--- config.mk ---
export PLATFORM = sky130hd
export DESIGN_NAME = pe_bus_scheduler
export DESIGN_NICKNAME = d
export VERILOG_FILES = /design/src/rtl/pe_array_pkg.sv /design/src/rtl/rr_arbiter.sv /design/src/rtl/pe_bus_scheduler.sv
export SDC_FILE = /design/constraint.sdc
export NUM_CORES = 1
export LEC_CHECK = 0
export CAP_MARGIN = 20
export CORE_MARGIN = 2
export CORE_UTILIZATION = 30
export CTS_CLUSTER_DIAMETER = 100
export DETAILED_ROUTE_END_ITERATION = 6
export PLACE_DENSITY = 0.62
export SKIP_CTS_REPAIR_TIMING = 1
export SYNTH_ARGS = -nofsm -noshare
export SYNTH_HDL_FRONTEND = slang
export SYNTH_SLANG_ARGS = --single-unit
--- constraint.sdc ---
create_clock -name clk -period 10.1 [get_ports clk]
set_clock_uncertainty 0.15 [all_clocks]
set_input_delay 2.02 -clock clk [delete_from_list [all_inputs] [get_ports clk]]
set_output_delay 2.02 -clock clk [all_outputs]
set_load 0.05 [all_outputs]
--- src/rtl/pe_array_pkg.sv ---
// Shared definitions for the PE-array bus controller: FSM encoding,
// default bus widths and a one-hot decode helper.
package pe_array_pkg;

  localparam int DEFAULT_ID_WIDTH   = 8;
  localparam int DEFAULT_DATA_WIDTH = 16;
  localparam int ONEHOT_MAX         = 64;

  typedef enum logic [1:0] {
    ST_IDLE = 2'd0,
    ST_CFG  = 2'd1,
    ST_RUN  = 2'd2
  } state_t;

  // Callers truncate the result to their own vector width.
  function automatic logic [ONEHOT_MAX-1:0] onehot(input int unsigned idx);
    logic [ONEHOT_MAX-1:0] one;
    one = {{(ONEHOT_MAX-1){1'b0}}, 1'b1};
    return one << idx;
  endfunction

endpackage

--- src/rtl/rr_arbiter.sv ---
// Combinational round-robin arbiter: the search begins one slot after ptr
// and the first active request found receives a one-hot grant.
module rr_arbiter #(
  parameter int N = 4
) (
  input  logic [N-1:0]         req,
  input  logic [$clog2(N)-1:0] ptr,
  output logic [N-1:0]         grant
);

  localparam int PW = $clog2(N);

  logic          found;
  logic [PW-1:0] sel;
  int            idx;

  always_comb begin
    grant = '0;
    found = 1'b0;
    sel   = '0;
    idx   = 0;
    for (int k = 1; k <= N; k++) begin
      idx = (int'(ptr) + k) % N;
      sel = PW'(idx);
      if (!found && req[sel]) begin
        grant[sel] = 1'b1;
        found      = 1'b1;
      end
    end
  end

endmodule

--- src/rtl/pe_bus_scheduler.sv ---
// Broadcast-bus controller for the router row: programs router IDs one at a
// time, then round-robin arbitrates packet requesters onto the shared bus.
module pe_bus_scheduler
  import pe_array_pkg::*;
#(
  parameter int DATA_WIDTH = DEFAULT_DATA_WIDTH,
  parameter int ID_WIDTH   = DEFAULT_ID_WIDTH,
  parameter int NUM_PE     = 16,
  parameter int NUM_REQ    = 4
) (
  input  logic                          clk,
  input  logic                          rst,
  input  logic                          cfg_start,
  input  logic                          cfg_valid,
  input  logic [ID_WIDTH-1:0]           cfg_id,
  output logic                          cfg_ready,
  output logic                          cfg_done,
  input  logic [NUM_REQ-1:0]            req_valid,
  input  logic [NUM_REQ*ID_WIDTH-1:0]   req_src_id,
  input  logic [NUM_REQ*DATA_WIDTH-1:0] req_data,
  input  logic [NUM_REQ-1:0]            req_last,
  output logic [NUM_REQ-1:0]            req_ready,
  output logic                          config_state,
  output logic [NUM_PE-1:0]             ce,
  output logic [ID_WIDTH-1:0]           dest_id,
  output logic [ID_WIDTH-1:0]           source_id,
  output logic [DATA_WIDTH-1:0]         bus_data_in,
  output logic                          bus_data_valid,
  output logic                          busy,
  output logic [1:0]                    fsm_state
);

  localparam int CW = (NUM_PE > 1) ? $clog2(NUM_PE) : 1;
  localparam int PW = $clog2(NUM_REQ);

  // Handshake: a word/beat transfers in any cycle where valid && ready are
  // both high on the rising edge; ready never depends on registered data.
  state_t              state, state_n;
  logic [CW-1:0]       cnt;
  logic [PW-1:0]       rr, lock_idx, win_idx;
  logic                locked, cfg_pend, cfg_pend_n;
  logic                cfg_acc, cfg_last, accept, beat_last;
  logic [NUM_REQ-1:0]  grant;

  rr_arbiter #(.N(NUM_REQ)) u_arb (
    .req   (req_valid),
    .ptr   (rr),
    .grant (grant)
  );

  assign busy      = (state == ST_CFG) || locked;
  assign fsm_state = state;

  always_comb begin
    cfg_ready = (state == ST_CFG);
    cfg_acc   = cfg_valid && cfg_ready;
    cfg_last  = cfg_acc && (cnt == CW'(NUM_PE - 1));

    // A pending reconfiguration suppresses any fresh grant on that cycle.
    req_ready = '0;
    if (state == ST_RUN) begin
      if (locked) begin
        req_ready = NUM_REQ'(onehot(32'(lock_idx)));
      end else if (!cfg_start) begin
        req_ready = grant;
      end
    end

    win_idx = '0;
    for (int k = 0; k < NUM_REQ; k++) begin
      if (req_ready[k]) win_idx = PW'(k);
    end
    accept    = |(req_valid & req_ready);
    beat_last = accept && req_last[win_idx];

    state_n = state;
    case (state)
      ST_IDLE: if (cfg_start) state_n = ST_CFG;
      ST_CFG:  if (cfg_last) state_n = ST_RUN;
      ST_RUN: begin
        if ((!locked && cfg_start) || (beat_last && (cfg_pend || cfg_start)))
          state_n = ST_CFG;
      end
      default: state_n = ST_IDLE;
    endcase

    cfg_pend_n = (state == ST_RUN) && (state_n == ST_RUN) &&
                 (cfg_pend || (locked && cfg_start));
  end

  always_ff @(posedge clk or posedge rst) begin
    if (rst) begin
      state          <= ST_IDLE;
      cnt            <= '0;
      rr             <= PW'(NUM_REQ - 1);
      lock_idx       <= '0;
      locked         <= 1'b0;
      cfg_pend       <= 1'b0;
      cfg_done       <= 1'b0;
      config_state   <= 1'b0;
      ce             <= '0;
      dest_id        <= '0;
      source_id      <= '0;
      bus_data_in    <= '0;
      bus_data_valid <= 1'b0;
    end else begin
      state          <= state_n;
      cfg_pend       <= cfg_pend_n;
      cfg_done       <= cfg_last;
      bus_data_valid <= accept;

      if (accept) begin
        bus_data_in <= req_data[int'(win_idx)*DATA_WIDTH +: DATA_WIDTH];
        source_id   <= req_src_id[int'(win_idx)*ID_WIDTH +: ID_WIDTH];
        if (req_last[win_idx]) begin
          locked <= 1'b0;
          rr     <= win_idx;
        end else begin
          locked   <= 1'b1;
          lock_idx <= win_idx;
        end
      end

      if (state_n == ST_CFG && state != ST_CFG) begin
        cnt <= '0;
      end else if (cfg_acc) begin
        cnt <= cnt + CW'(1);
      end

      // Router-facing outputs follow the state being left this cycle, so the
      // last config word is still visible in the first RUN cycle.
      case (state)
        ST_IDLE: begin
          config_state <= (state_n == ST_CFG);
          ce           <= '0;
        end
        ST_CFG: begin
          config_state <= 1'b1;
          if (cfg_acc) begin
            ce      <= NUM_PE'(onehot(32'(cnt)));
            dest_id <= cfg_id;
          end else begin
            ce <= '0;
          end
        end
        ST_RUN: begin
          if (state_n == ST_CFG) begin
            config_state <= 1'b1;
            ce           <= '0;
          end else begin
            config_state <= 1'b0;
            ce           <= '1;
          end
        end
        default: begin
          config_state <= 1'b0;
          ce           <= '0;
        end
      endcase
    end
  end

endmodule

# Word level (Yosys, flattened, before mapping)
# Cells that the tools add are included.
# totals
regBits	63
latch_bits	0
ramBits	0
romBits	0
out_inout_bits	59
mem_count	0
# classes
add_sub_neg	5
multipliers	0
div_mod_pow	0
order_cmp	9
eq_ne	6
shift	4
muxes	43
bitwise	5
reduce_logical	30
# op_table
cell	n
$shiftx A64 B7 Y16	1
$mux W4	9
$mux W16	2
$pmux W16 S2	1
$shiftx A32 B6 Y8	1
$logic_and A1 B1 Y1	16
$shl A1 B4 Y16 const A	1
$lt A2 B3 Y1 const B	5
$mux W1	15
$or A4 B4 Y4	3
$bmux W1 S2	5
$mux W2	5
$demux W1 S2	4
$ge A2 B1 Y1 const B	4
$pmux W2 S3	1
$reduce_and A2 Y1	3
$add A2 B1 Y2 const B	2
$add A2 B2 Y2 const B	2
$add A4 B1 Y4 const B	1
$and A4 B4 Y4	1
$eq A2 B1 Y1 const B	2
$eq A2 B2 Y1 const B	2
$eq A4 B4 Y1 const B	1
$logic_not A1 Y1	4
other kinds (8)	11

# Logic depth before layout (Yosys ltp)
# depth
depth_word	29
ltp_mapped	15
ltp_nobuf	12

# By module
# A second synthesis with hierarchy kept.
# hier_totals
hier_cells	386
hier_area_um2	3981.3
# by_module_without_submodules
module	n_inst	cells_per_inst	area_per_inst_um2	seq_area_each_um2
pe_bus_scheduler	1	348	3623.5	1579.0
rr_arbiter	1	38	357.8	0.0

# Least setup slack after synthesis
# Ideal clock, no wire load.
# synth_path
path_kind	input-to-output
from	in req_valid[3]
to	out req_ready[2]
t_arrival_ns	4.145
slack_ns	3.785
cell_stages	8
path_buffers	3
cell_sequence	clkbuf_1 -> or3b_1 -> a2111oi_2 -> o21ai_0 -> nand4_1 -> and2_1 -> clkbuf_1 -> clkbuf_1
# synth_between
elab_chain_len	15
# synth_lines
item	line_no	text
start, declared	pe_bus_scheduler.sv:18	input logic [NUM_REQ-1:0] req_valid,
$bmux W1 S2	rr_arbiter.sv:25	if (!found && req[sel]) begin
$mux W1 (implied by the code)	rr_arbiter.sv:25	
$mux W1	rr_arbiter.sv:25	
$logic_not A1 Y1	rr_arbiter.sv:25	
$logic_and A1 B1 Y1	rr_arbiter.sv:25	
$mux W1	rr_arbiter.sv:25	
$logic_not A1 Y1	rr_arbiter.sv:25	
$logic_and A1 B1 Y1	rr_arbiter.sv:25	
$mux W1	rr_arbiter.sv:25	
$logic_not A1 Y1	rr_arbiter.sv:25	
$logic_and A1 B1 Y1	rr_arbiter.sv:25	
$mux W4 (*)	rr_arbiter.sv:25	
$mux W4 (*)	pe_bus_scheduler.sv:64	end else if (!cfg_start) begin
$mux W4 (*)	pe_bus_scheduler.sv:62	if (locked) begin
$mux W4 (*)	pe_bus_scheduler.sv:61	if (state == ST_RUN) begin
end, declared	pe_bus_scheduler.sv:22	output logic [NUM_REQ-1:0] req_ready,
# Mark *: on every way between the ends. The rest lies on a longest branch, timed or not. The select of a mux whose other input is x is not followed.

# Worst setup path after layout
# layout_path
from	in req_valid[2]
to	out req_ready[3]
# The elaborated chain is that of the path after synthesis.

==> results.txt <==
GRT Residual Overflow: 0
Maximum number of pins on one net before global-route repair: 64
GRT Overall Usage: 16.9%
Clk pin slew, worst setup/hold paths: 0.05 ns
Slew at the pin with the worst max-slew slack: 0.974 ns
CTS Sinks: 63
Number of buffers created by CTS: 9
Slew HR: 35.1%
Setup Viol. Count Final: 0
Number of optimization iterations in the first detailed-route pass: 4
Placer Congestion: 0.943
First-iteration detailed-routing DRC count: 193
Pwr Total: 946 uW
Synth Area per Inst: 8.92 um2
Number of slew-limit violations in the final report: 0
CTS H-Tree Depth: 3
Unique cell type count in the Yosys netlist: 53
Critical-path maximum fanout: 27
Setup repair after global routing missed its margin: no
Worst r2r dst: cnt[2]
Arrival time at the worst endpoint: 5.13 ns
Clock latency on the worst-skew pair: 0.33 ns
Routed WL: 11800 um
Port Buffer Count: 174
Detail Placement HPWL: 8970 um
Post-route cell area: 0.00612 mm2
Sequential share of the synthesized area: 40.3%
Average via count per standard cell: 4.73
Power per standard cell area: 154 mW/mm2
Highest-count cells in the layout ignoring fill and taps: sky130_fd_sc_hd__clkdlybuf4s50_1 (174), sky130_fd_sc_hd__nand2_1 (95), sky130_fd_sc_hd__dfrtp_1 (61)
Gate count after technology mapping: 439
Post-layout worst setup margin: 2.80 ns
Via count of the routed design: 3683
Synthesized area: 0.00392 mm2
Number of maximum-capacitance violations: 0
Origin of the critical flop-to-flop path: rr[0]
Leading area contributor after synthesis: sky130_fd_sc_hd__dfrtp_1
Total negative slack for setup checks: 0 ns
Worst min-delay path startpoint: dest_id[0]
Die height: 118 um
Most frequent standard cell in the layout excluding fill and tap cells: sky130_fd_sc_hd__clkdlybuf4s50_1
Bufs on Longest Clock Path: 2
Fraction of post-synthesis cell area in the top cell type by area: 39.0%
R2r worst-path depth: 11
Count of nets after finishing: 736
Post-route clock period utilization: 72.2%
Full die area: 0.0140 mm2
Initial antenna violation count: 0
Crit path launch type: primary input
Signed area change from the synthesized netlist to the final layout: 56.4%
Width of the die: 118 um
Class of the tightest hold or removal check: reg -> reg
Worst hold-check slack: 0.328 ns
Reg-to-reg setup timing slack: 5.05 ns
Run status: complete, no violations
Post-route ant nets: 0
Count of pins on the block boundary: 175
TritonCTS clock tree: built
Number of enable-type register cells in the synthesized netlist: 0
Final critical delay including setup and external delays: 7.30 ns
Routed wire length per instance: 15.1 um
Endpoint class of the critical path: output pin
WHS Endpoint: dest_id[0]
LEAKAGE: 2.75 nW
Required arrival time at the worst endpoint: 7.93 ns
Number of flip-flops and latches in the synthesized netlist: 63
Layout cells sized above 1: 6.43%
Vias in the first global route: 3666
Final instance count without filler cells: 779
Effective utilization at floorplan: 30.9%
Hold path cells: 2
Number of warnings issued by yosys: 0
Pre-CTS setup slack: 2.82 ns
Maximum clock rate: 0.137 GHz
Final core utilization: 48.3%
Nets in the synthesized netlist: 573
Crit Path Class: in -> out
Largest cells by area after synthesis: sky130_fd_sc_hd__dfrtp_1 (39%), sky130_fd_sc_hd__mux2i_1 (13%), sky130_fd_sc_hd__nand2_1 (9.1%)
DP Area: 0.00580 mm2
Std cell rows: 41
Async SR Flop Fraction: 100%
Antenna diode count: 0
Root Driver: sky130_fd_sc_hd__clkbuf_16
Commonest register cell after synthesis: sky130_fd_sc_hd__dfrtp_1
Max rail drop VDD: 143 uV
Number of hold violations in the final report: 0
Global-route wire length before repair: 19000 um
Cell total after placement: 763
# DRC: 0
Core Area: 0.0127 mm2
==> how the worst max path moves through the flow <==
stage | slack (ns) | depth (start not counted) | endpoint | from
after CTS | 2.82 | 8 | req_ready[3] | req_valid[2]
after global routing | 2.70 | 8 | req_ready[3] | req_valid[2]
after detailed placement | 2.82 | 8 | req_ready[3] | req_valid[2]
after floorplan | 3.79 | 8 | req_ready[2] | req_valid[3]
final | 2.80 | 8 | req_ready[3] | req_valid[2]
after global placement | 2.89 | 8 | req_ready[3] | req_valid[2]
==> synth_stat cells (all sizes together) (3+ instances only) <==
cell / number
clkbuf: 17
a22o: 3
buf: 9
mux2i: 51
o21ai: 34
o22ai: 3
nor3: 5
a21oi: 34
dfrtp: 61
nor2b: 4
nor2: 37
ha: 18
and2: 7
nand2: 95
a31oi: 4
nand2b: 3
nand4: 5
inv: 16
==> area by class of cell <==
type / instances / area [um2]
sequential: 63 / 1580
fill: 1218 / 6550
clock buffer: 9 / 225
multi-input combinational: 334 / 2170
inverter: 16 / 60.1
timing repair buffer: 178 / 1770
clock inverter: 7 / 97.6
tap: 172 / 215
==> cells by family (layout without fill, tap and decap cells) <==
group                      count (synthesis)  in the layout  share of synthesized area, %
and+or+nand+nor                          168            168                          18.9
muxes                                     55             55                          14.8
AOI/OAI and AO/OA                         92             92                          15.3
DFF                                       63             63                          40.3
xor gates and xnor gates                   1              1                         0.224
buffers and inverters                     42            210                          4.73
adders and majority gates                 18             18                          5.75
==> sequential cells by signal (all words and copies together) (netlist names), 2 cells and up <==
register	cells
bus_data_in	16
cnt	4
fsm_state	2
ce	16
rr	2
dest_id	8
lock_idx	2
source_id	8
==> critical path, stage by stage <==
cell and delay (ns):
sky130_fd_sc_hd__clkdlybuf4s50_1 0.63, sky130_fd_sc_hd__or3b_1 0.40, sky130_fd_sc_hd__a2111oi_2 0.53, sky130_fd_sc_hd__o21a_1 0.22
sky130_fd_sc_hd__o41ai_2 0.09, sky130_fd_sc_hd__buf_4 0.29, sky130_fd_sc_hd__inv_2 0.12, sky130_fd_sc_hd__clkdlybuf4s50_1 0.82
==> layer usage <==
metal	wire [um]	GRT usage [%]	share of wire [%]
met5	0	0	0
met2	6020	29.6	51
met1	5010	20.2	43
met3	553	4.87	4.7
met4	169	4.29	1.4
==> power breakdown <==
group | switching [mW] | total (mW) | internal [mW]
logic | 0.186 | 0.311 | 0.126
clock network | 0.116 | 0.332 | 0.216
registers | 0.0221 | 0.303 | 0.281
total | 0.324 | 0.946 | 0.622
(Power assumes the default switching activity.)
